File: config.mk
export PLATFORM = sky130hd
export DESIGN_NAME = flash_op_sequencer
export DESIGN_NICKNAME = d
export VERILOG_FILES = /design/src/rtl/flash_op_sequencer.sv
export SDC_FILE = /design/constraint.sdc
export NUM_CORES = 1
export LEC_CHECK = 0
export ABC_CLOCK_PERIOD_IN_PS = 5900
export CAP_MARGIN = 10
export CELL_PAD_IN_SITES_DETAIL_PLACEMENT = 0
export CELL_PAD_IN_SITES_GLOBAL_PLACEMENT = 1
export CORE_AREA = 10 10 118 120
export CTS_CLUSTER_SIZE = 28
export DETAILED_ROUTE_END_ITERATION = 12
export DIE_AREA = 0 0 128 130
export PLACE_DENSITY_LB_ADDON = 0.1
export SLEW_MARGIN = 20
export SYNTH_ARGS = -nofsm -noshare
export SYNTH_HDL_FRONTEND = slang
export SYNTH_SLANG_ARGS = --single-unit
File: constraint.sdc
create_clock -name clk -period 5.9 [get_ports clk]
set_input_delay 1.475 -clock clk [delete_from_list [all_inputs] [get_ports clk]]
set_output_delay 1.475 -clock clk [all_outputs]
set_load 0.01 [all_outputs]
File: src/rtl/flash_op_sequencer.sv
// flash_op_sequencer
//   Turns one host NAND request (page read, page program, block erase, read
//   status) into the ordered command/address/data bytes and instruction words
//   that the flash bus controller consumes. It also waits out tWB and the
//   R/B_n busy time, so the host sees one request and one completion pulse.
//
// Ports
//   clk, rst                 clock, synchronous active-high reset
//   op_valid/op_ready        request handshake; op_code/op_row/op_col/op_len
//                            are latched when the request is accepted
//   wd_valid/wd_data/wd_ready  host program-data byte stream (DIN only)
//   instr_wrreq/instr_data   instruction FIFO write, {16'h0, repeat, mode}
//   instr_full, iq_empty     instruction FIFO status
//   byte_wrreq/byte_data     byte FIFO write (command/address/program data)
//   byte_full                byte FIFO status
//   flash_rdy                R/B_n as seen by the controller (1 = ready)
//   op_done                  one-cycle completion pulse
//   op_err                   one-cycle busy-timeout pulse
//
// Optional feature macro: FLASH_SEQ_TIMEOUT_EN
//   Defined  : BUSY_WAIT gives up after TIMEOUT_CYCLES cycles and pulses op_err.
//   Undefined: BUSY_WAIT waits indefinitely and op_err stays 0.
module flash_op_sequencer #(
    parameter int          WB_CYCLES      = 8,
    parameter logic [19:0] TIMEOUT_CYCLES = 20'd800000
) (
    input  logic        clk,
    input  logic        rst,
    input  logic        op_valid,
    output logic        op_ready,
    input  logic [1:0]  op_code,
    input  logic [23:0] op_row,
    input  logic [15:0] op_col,
    input  logic [11:0] op_len,
    input  logic        wd_valid,
    input  logic [7:0]  wd_data,
    output logic        wd_ready,
    output logic        instr_wrreq,
    output logic [31:0] instr_data,
    input  logic        instr_full,
    input  logic        iq_empty,
    output logic        byte_wrreq,
    output logic [7:0]  byte_data,
    input  logic        byte_full,
    input  logic        flash_rdy,
    output logic        op_done,
    output logic        op_err
);

    typedef enum logic [3:0] {
        IDLE, CMD1, ADDR, DIN, CMD2, DRAIN, WB_WAIT, BUSY_WAIT, DOUT, DONE
    } state_t;

    localparam logic [1:0] OP_READ  = 2'd0;
    localparam logic [1:0] OP_PROG  = 2'd1;
    localparam logic [1:0] OP_ERASE = 2'd2;
    localparam logic [1:0] OP_STAT  = 2'd3;

    localparam logic [3:0] M_CMD  = 4'd2;
    localparam logic [3:0] M_ADDR = 4'd3;
    localparam logic [3:0] M_DIN  = 4'd4;
    localparam logic [3:0] M_DOUT = 4'd5;

    state_t      state, state_nx;
    logic [1:0]  code;
    logic [23:0] row;
    logic [15:0] col;
    logic [11:0] len;
    // cnt is the byte index inside ADDR/DIN and the cycle count in WB_WAIT
    logic [11:0] cnt, cnt_nx;
    // iw: the phase's bytes are all queued, now writing its instruction word
    logic        iw, iw_nx;
    logic [7:0]  cmd1_byte, cmd2_byte, addr_byte;
    logic [2:0]  addr_idx;
    logic [11:0] addr_last;

    function automatic logic [31:0] iword(input logic [3:0] mode, input logic [11:0] rep);
        return {16'h0000, rep, mode};
    endfunction

`ifdef FLASH_SEQ_TIMEOUT_EN
    logic [19:0] tmo;
    always_ff @(posedge clk) begin
        if (rst || state != BUSY_WAIT) tmo <= 20'd0;
        else                           tmo <= tmo + 20'd1;
    end
`else
    logic unused_tmo;
    assign unused_tmo = ^TIMEOUT_CYCLES;
`endif

    always_ff @(posedge clk) begin
        if (rst) begin
            state <= IDLE;
            cnt   <= 12'd0;
            iw    <= 1'b0;
            code  <= 2'd0;
            row   <= 24'd0;
            col   <= 16'd0;
            len   <= 12'd0;
        end else begin
            state <= state_nx;
            cnt   <= cnt_nx;
            iw    <= iw_nx;
            if (state == IDLE && op_valid) begin
                code <= op_code;
                row  <= op_row;
                col  <= op_col;
                len  <= op_len;
            end
        end
    end

    always_comb begin
        cmd1_byte = 8'h70;
        cmd2_byte = 8'h00;
        case (code)
            OP_READ:  begin cmd1_byte = 8'h00; cmd2_byte = 8'h30; end
            OP_PROG:  begin cmd1_byte = 8'h80; cmd2_byte = 8'h10; end
            OP_ERASE: begin cmd1_byte = 8'h60; cmd2_byte = 8'hD0; end
            default:  ;
        endcase
        // erase skips the two column bytes, so it starts at row[7:0]
        addr_idx  = (code == OP_ERASE) ? cnt[2:0] + 3'd2 : cnt[2:0];
        addr_last = (code == OP_ERASE) ? 12'd2 : 12'd4;
        case (addr_idx)
            3'd0:    addr_byte = col[7:0];
            3'd1:    addr_byte = col[15:8];
            3'd2:    addr_byte = row[7:0];
            3'd3:    addr_byte = row[15:8];
            default: addr_byte = row[23:16];
        endcase
    end

    always_comb begin
        state_nx    = state;
        cnt_nx      = cnt;
        iw_nx       = iw;
        op_ready    = 1'b0;
        wd_ready    = 1'b0;
        instr_wrreq = 1'b0;
        instr_data  = 32'h0;
        byte_wrreq  = 1'b0;
        byte_data   = 8'hAA;
        op_done     = 1'b0;
        op_err      = 1'b0;
        case (state)
            IDLE: begin
                op_ready = 1'b1;
                cnt_nx   = 12'd0;
                iw_nx    = 1'b0;
                if (op_valid) state_nx = CMD1;
            end
            CMD1, CMD2: begin
                if (!iw) begin
                    byte_data = (state == CMD1) ? cmd1_byte : cmd2_byte;
                    if (!byte_full) begin
                        byte_wrreq = 1'b1;
                        iw_nx      = 1'b1;
                    end
                end else begin
                    instr_data = iword(M_CMD, 12'd0);
                    if (!instr_full) begin
                        instr_wrreq = 1'b1;
                        iw_nx       = 1'b0;
                        cnt_nx      = 12'd0;
                        if (state == CMD2)         state_nx = DRAIN;
                        else if (code == OP_STAT)  state_nx = DOUT;
                        else                       state_nx = ADDR;
                    end
                end
            end
            ADDR: begin
                if (!iw) begin
                    byte_data = addr_byte;
                    if (!byte_full) begin
                        byte_wrreq = 1'b1;
                        if (cnt == addr_last) iw_nx  = 1'b1;
                        else                  cnt_nx = cnt + 12'd1;
                    end
                end else begin
                    instr_data = iword(M_ADDR, addr_last);
                    if (!instr_full) begin
                        instr_wrreq = 1'b1;
                        iw_nx       = 1'b0;
                        cnt_nx      = 12'd0;
                        state_nx    = (code == OP_PROG) ? DIN : CMD2;
                    end
                end
            end
            DIN: begin
                if (!iw) begin
                    // host bytes pass straight through; the index stops at
                    // len instead of wrapping so len=FFF gives 4096 bytes
                    wd_ready  = !byte_full;
                    byte_data = wd_data;
                    if (wd_valid && !byte_full) begin
                        byte_wrreq = 1'b1;
                        if (cnt == len) iw_nx  = 1'b1;
                        else            cnt_nx = cnt + 12'd1;
                    end
                end else begin
                    instr_data = iword(M_DIN, len);
                    if (!instr_full) begin
                        instr_wrreq = 1'b1;
                        iw_nx       = 1'b0;
                        state_nx    = CMD2;
                    end
                end
            end
            DRAIN: begin
                cnt_nx = 12'd0;
                if (iq_empty) state_nx = WB_WAIT;
            end
            WB_WAIT: begin
                if (cnt == 12'(WB_CYCLES - 1)) state_nx = BUSY_WAIT;
                else                           cnt_nx   = cnt + 12'd1;
            end
            BUSY_WAIT: begin
                if (flash_rdy) state_nx = (code == OP_READ) ? DOUT : DONE;
`ifdef FLASH_SEQ_TIMEOUT_EN
                else if (tmo == TIMEOUT_CYCLES - 20'd1) begin
                    op_err   = 1'b1;
                    state_nx = IDLE;
                end
`endif
            end
            DOUT: begin
                instr_data = iword(M_DOUT, (code == OP_READ) ? len : 12'd0);
                if (!instr_full) begin
                    instr_wrreq = 1'b1;
                    state_nx    = DONE;
                end
            end
            DONE: begin
                op_done  = 1'b1;
                state_nx = IDLE;
            end
            default: state_nx = IDLE;
        endcase
        // reset silences every output in the same cycle it is asserted
        if (rst) begin
            op_ready    = 1'b0;
            wd_ready    = 1'b0;
            instr_wrreq = 1'b0;
            instr_data  = 32'h0;
            byte_wrreq  = 1'b0;
            byte_data   = 8'hAA;
            op_done     = 1'b0;
            op_err      = 1'b0;
        end
    end

endmodule

==> results of run 1 <==
## metal layers
layer / wire (um) / global-route usage (%) / share of wire [%] / vias to the layer above
met3: 991 / 4.46 / 7.1 / 14
met5: 0 / 0 / 0 / -
li1: - / - / - / 2076
met1: 6650 / 22.4 / 48 / 1949
met2: 6160 / 25.9 / 44 / 134
met4: 153 / 4.17 / 1.1 / 0
## sequential cells by signal, summed over array words and instances, names as in the netlist
register / count
code: 2
cnt: 12
len: 12
state: 4
row: 24
iw: 1
col: 16
## logic make-up (layout without fill, tap and decap cells)
group,Yosys count,in the layout
fa+ha+maj,3,3
other cells,1,18
compound gates,145,145
mux,16,16
simple gates,243,243
buf+inv,64,127
xor+xnor,14,14
flops,71,71
## metrics by stage
step	util (%)	setup WS (ns)	total power (uW)	area, um2	cells
6_report	46.8	1.23	1770	5480	784
4_1_cts	46.7	1.21	1780	5470	784
2_1_floorplan	-	2.11	1040	4270	574
5_1_grt	46.8	1.03	1880	5480	784
3_5_place_dp	44.3	1.22	1240	5180	769
3_3_place_gp	44.3	1.25	1230	5180	769
## layout make-up
| cell class | instances | share of cell area, % |
|---|---|---|
| tap | 147 | 3.36 |
| clock inverter | 5 | 1.07 |
| timing repair buffer | 102 | 18.3 |
| sequential | 71 | 25.9 |
| multi-input combinational | 439 | 46.4 |
| clock buffer | 10 | 4.18 |
| inverter | 10 | 0.685 |
## worst paths after layout
kind / slack, ns / end / cells after the start / startpoint
worst max-delay path: 1.23 / byte_data[6] / 7 / rst
worst min-delay path: 0.45 / row[2] / 2 / row[2]
worst max register to register: 2.99 / cnt[6] / 5 / iw
worst min register to register: 0.45 / row[2] / 2 / row[2]
## report_power, final
group | switching (uW) | internal [uW]
clock network | 212 | 326
registers | 82.9 | 549
logic | 358 | 241
total | 653 | 1120
## synth_stat cells, types with 3 or more instances
cell      count  area, um2
nand2_1     142        533
and2_1       12       75.1
nor2_1       25       93.8
and3_1        9       56.3
o22ai_1       3       18.8
o32ai_1       3       26.3
buf_4        18        135
nand3_1       6       30.0
nor3_1       10       50.1
nand2b_1     10       62.6
o31ai_1       8       60.1
mux2i_1       4       40.0
dfxtp_1      71       1420
inv_1         9       33.8
clkbuf_1     32        120
a211oi_1      3       22.5
buf_2         4       20.0
o21ai_0      19       95.1
nand4_1       4       25.0
a21oi_1      68        340
a31oi_1       4       25.0
o211ai_1      5       37.5
mux4_2        8        180
nor4_1        4       25.0
mux2_2        4       45.0
a32oi_1       4       35.0
xor2_1       13        114
nor2b_1       8       50.1
o311ai_0      7       61.3
## worst reg2reg max path, stage by stage, from the launching register on
cell and delay [ns]:
dfxtp_1 0.81, clkinv_1 0.48, o211ai_1 0.91, nor2_1 0.11, o311ai_0 0.34, o31ai_1 0.12
==> run_results.csv, run 1 <==
group,metric,value,unit
run_status,outcome,"finished, final reports clean",
timing,fin_hold_ws,0.451,ns
global_routing,grtUsageTotal,16.7,%
die,initial_core_util,35.9,%
cells_and_area,area_growth,30.4,%
power,p_leak,0.00204,uW
clock_network,cts-root-buf,"clkbuf_16",
worst_setup_path,crit_arrival,3.20,ns
synthesis,synth_top_family_by_area,"simple AND/OR/NAND/NOR gates",
cells_and_area,final_cell_mix,"nand2_1 (142), clkdlybuf4s50_1 (96), dfxtp_1 (71)",
timing,setup-tns-final,0,ns
synthesis,synth-adder-area-share,0.834,%
detailed_routing,via_count,4173,
global_routing,global_route.overflow_total,0,
clock_network,clk_pin_slew,0.06,ns
worst_setup_path,crit_chain,"buf_2 > buf_4 > nor2_1 > nand4_1 > nor2_1 > a221o_1 > clkdlybuf4s50_1",
global_routing,grt_pass1_vias,4170,
timing,clock_skew,0.0114,ns
timing,max-slew-margin-rel,34.1,%
power,ir_drop,0.000180,V
worst_setup_path,crit_family,"buffers and inverters",
die,die_h,130,um
placement,port_buffers,97,
global_routing,grt_first_pass_wirelength,22600,um
worst_setup_path,crit_type,"input port to primary output",
synthesis,synth-edff-count,0,
worst_setup_path,worstPathRequired,4.43,ns
synthesis,synth_compound_area_share,22.2,%
timing,setup_violations,0,
clock_network,numClockSinks,71,
synthesis,synth_seq_area_share,33.8,%
timing,rsz0062_at_grt,"no",
die,dieArea,16600,um2
timing,fin_crit,4.67,ns
detailed_routing,post-route-drc-count,0,
synthesis,avgSynthCellArea,7.54,um2
detailed_routing,drt_iter0_markers,436,
timing,period_share,79.2,%
run,cap_violations,0,
worst_setup_path,path_max_fanout,31,
worst_setup_path,cp.buffers_inverters,3,
synthesis,synthArstFlopShare,0,%
detailed_routing,drtAntennaViolNets,0,
cells_and_area,insertedDiodeCount,0,
timing,worstMarginPinSlew,0.985,ns
worst_setup_path,end_kind,"primary output",
global_routing,antenna_found_initial,0,
detailed_routing,drt-pass1-iter-count,5,
timing,hold_viol,0,
clock_network,cts.htree.levels,3,
worst_setup_path,max_stage_delay,0.54,ns
synthesis,synthCells,557,
clock_network,post_cts_buffers,0,
synthesis,ys.flop_type,"dfxtp_1",
placement,place_hpwl,10200,um
clock_network,clock_latency,0.33,ns
synthesis,yosys_register_bits,71,
power,p_per_area,323,nW/um2
synthesis,synth.mux.area_fraction,6.31,%
hold_path,hp-class,"register to register",
cells_and_area,seqCellArea,1420,um2
synthesis,yosysWarnings,0,
worst_setup_path,slowest_stage,"clkdlybuf4s50_1",
cells_and_area,drive_gt1_share,6.91,%
detailed_routing,via_per_inst,5.32,
synthesis,synth_area,4200,um2
synthesis,synthSimpleGateAreaFrac,26.4,%
placement,place_congestion,0.837,
worst_setup_path,path_common_cell,"nor2_1",
timing,finalMaxSlewViolations,0,
detailed_routing,drt-wirelength-per-cell,17.8,um
cells_and_area,fill_cells,1187,
clock_network,postCtsResizedCells,0,
die,num_rows,40,
clock_network,cts_inserted_buffers,9,
cells_and_area,nets,705,
global_routing,grt_max_degree,55,
clock_network,clockBufferDepth,2,
die,io-pin-count,116,
die,die_x,128,um
worst_setup_path,cp-start-kind,"input port",
timing,fmax,214,MHz
detailed_routing,wl,14000,um
clock_network,hold_buffers,0,
die,core_area,11700,um2
synthesis,synth.distinct_cells,62,
cells_and_area,mostFrequentLayoutCell,"nand2_1",
cells_and_area,multi_input_area,2540,um2
synthesis,yosys.area_share.xor_xnor,2.92,%
clock_network,tritoncts,"done",
Note: power is estimated with default switching activity, not from simulation.
==> run 2: changes to the inputs <==
--- a/config.mk
+++ b/config.mk
@@ -5,14 +5,14 @@
 export SDC_FILE = /design/constraint.sdc
 export NUM_CORES = 1
 export LEC_CHECK = 0
-export ABC_CLOCK_PERIOD_IN_PS = 5900
+export ABC_CLOCK_PERIOD_IN_PS = 4400
 export CAP_MARGIN = 10
 export CELL_PAD_IN_SITES_DETAIL_PLACEMENT = 0
 export CELL_PAD_IN_SITES_GLOBAL_PLACEMENT = 1
-export CORE_AREA = 10 10 118 120
+export CORE_AREA = 10 10 121 123
 export CTS_CLUSTER_SIZE = 28
 export DETAILED_ROUTE_END_ITERATION = 12
-export DIE_AREA = 0 0 128 130
+export DIE_AREA = 0 0 131 133
 export PLACE_DENSITY_LB_ADDON = 0.1
 export SLEW_MARGIN = 20
 export SYNTH_ARGS = -nofsm -noshare
==> constraint.sdc (replaced) <==
create_clock -name clk -period 4.4 [get_ports clk]
set_input_delay 1.1 -clock clk [delete_from_list [all_inputs] [get_ports clk]]
set_output_delay 1.1 -clock clk [all_outputs]
set_load 0.01 [all_outputs]
==> run_results.csv, run 2 (synthesized netlist as in run 1, its figures left out) <==
group,metric,value,unit
worst_setup_path,reg2reg_setup_slack,1.86,ns
timing,clock_skew,0.00948,ns
worst_setup_path,end_kind,"primary output",
timing,fmax,251,MHz
hold_path,hp-class,"register to register",
timing,layout_setup_ws,0.417,ns
worst_setup_path,crit_family,"buffers and inverters",
cells_and_area,drive_gt1_share,8.64,%
global_routing,grtUsageTotal,15.4,%
detailed_routing,wl,13800,um
power,ir_drop,0.000195,V
global_routing,global_route.overflow_total,0,
clock_network,post_cts_buffers,0,
detailed_routing,drt-pass1-iter-count,6,
timing,worstMarginPinSlew,0.990,ns
worst_setup_path,crit_arrival,2.88,ns
worst_setup_path,crit_type,"register to primary output",
die,dieArea,17400,um2
worst_setup_path,cp-start-kind,"register",
detailed_routing,via_count,4219,
cells_and_area,fill_cells,1300,
clock_network,numClockSinks,71,
timing,rsz0062_at_grt,"no",
cells_and_area,top_register,"row",
placement,place_hpwl,10300,um
worst_setup_path,cp.buffers_inverters,2,
timing,period_share,90.5,%
clock_network,clk_pin_slew,0.06,ns
clock_network,cts.htree.levels,3,
timing,max-slew-margin-rel,34.0,%
global_routing,grt_pass1_vias,4075,
run_status,outcome,"finished, final reports clean",
timing,setup_violations,0,
die,core_area,12400,um2
global_routing,antenna_found_initial,0,
cells_and_area,final_cell_mix,"nand2_1 (142), clkdlybuf4s50_1 (96), dfxtp_1 (71)",
detailed_routing,drtAntennaViolNets,0,
cells_and_area,nets,715,
placement,place_congestion,0.872,
cells_and_area,insertedDiodeCount,0,
global_routing,grt_first_pass_wirelength,21800,um
detailed_routing,drt_iter0_markers,344,
timing,fin_crit,3.98,ns
die,initial_core_util,34.0,%
die,io-pin-count,116,
die,die_h,133,um
cells_and_area,area_growth,33.2,%
power,p_per_area,431,nW/um2
die,num_rows,41,
worst_setup_path,crit_chain,"nand2b_1 > xor2_1 > buf_4 > mux4_2 > mux2_2 > o21ai_0 > o211ai_1 > clkdlybuf4s50_1",
clock_network,clockBufferDepth,2,
cells_and_area,mostFrequentLayoutCell,"nand2_1",
worst_setup_path,max_stage_delay,0.50,ns
placement,port_buffers,97,
cells_and_area,reg.largest.list,"row x24, col x16",
clock_network,hold_buffers,0,
clock_network,cts_inserted_buffers,9,
power,p_leak,0.00210,uW
detailed_routing,drt-wirelength-per-cell,16.9,um
timing,hold_viol,0,
clock_network,postCtsResizedCells,0,
die,die_x,131,um
worst_setup_path,slowest_stage,"clkdlybuf4s50_1",
detailed_routing,post-route-drc-count,0,
timing,finalMaxSlewViolations,0,
cells_and_area,largest_reg_flops,24,
placement,dpl_worst_slack,0.734,ns
timing,setup-tns-final,0,ns
detailed_routing,via_per_inst,5.15,
clock_network,clock_latency,0.33,ns
clock_network,cts-root-buf,"clkbuf_16",
run,cap_violations,0,
clock_network,tritoncts,"done",
global_routing,grt_max_degree,55,
worst_setup_path,path_max_fanout,8,
worst_setup_path,worstPathRequired,3.30,ns
[run 2: cell count changes in the layout (fill, tap and decap cells not counted)]
| cell | previous run | this run |
|---|---|---|
| clkbuf_1 | 1 | 0 |
| clkbuf_8 | 0 | 1 |
| nand3_2 | 0 | 1 |
| clkinv_4 | 0 | 1 |
| buf_4 | 5 | 15 |
| nand3_4 | 1 | 0 |
[run 2: metrics by stage]
stage / power [uW] / util [%] / area, um2 / hold slack [ns] / std cells
after floorplan: 1390 / - / 4270 / 0.433 / 574
after CTS: 2430 / 45.3 / 5600 / 0.452 / 820
after detailed placement: 1680 / 42.8 / 5290 / 0.444 / 804
final: 2410 / 45.3 / 5600 / 0.450 / 820
after global placement: 1680 / 42.8 / 5290 / 0.441 / 804
after global routing: 2560 / 45.3 / 5600 / 0.476 / 820
[run 2: power by group]
group,leakage [uW],switching (uW),internal (uW)
Clock,0.000145,288,456
Combinational,0.00137,490,342
Sequential,0.000581,97.5,737
Total,0.00210,875,1530
[run 2: worst register-to-register path, delay by kind of cell, from the launching register on]
| family | cells | cell delay (ns) |
|---|---|---|
| flip-flops | 1 | 0.48 |
| AND/OR/NAND/NOR | 3 | 1.56 |
| buffers and inverters | 1 | 0.26 |
| AO/OA/AOI/OAI | 1 | 0.17 |
[run 2: area by class of cell]
class / count / area, um2 / share of cell area, %
clock buffer: 10 / 239 / 4.27
clock inverter: 6 / 67.6 / 1.21
inverter: 10 / 37.5 / 0.671
multi-input combinational: 439 / 2540 / 45.3
sequential: 71 / 1420 / 25.4
tap: 172 / 215 / 3.85
timing repair buffer: 112 / 1080 / 19.3
[run 2: layer usage]
metal	wire length [um]	GRT usage [%]	part of all wire (%)	up-vias
met5	0	0	0	-
met4	167	4.26	1.2	0
met3	1100	4.31	7.9	13
met2	6090	23.2	44	144
met1	6480	21.0	47	1960
li1	-	-	-	2102
[run 2: final timing paths]
check	start	to	depth (start not counted)
setup / recovery	code[0]	byte_data[1]	8
hold / removal	row[21]	row[21]	2
setup reg to reg	state[1]	row[15]	5
hold reg to reg	row[21]	row[21]	2
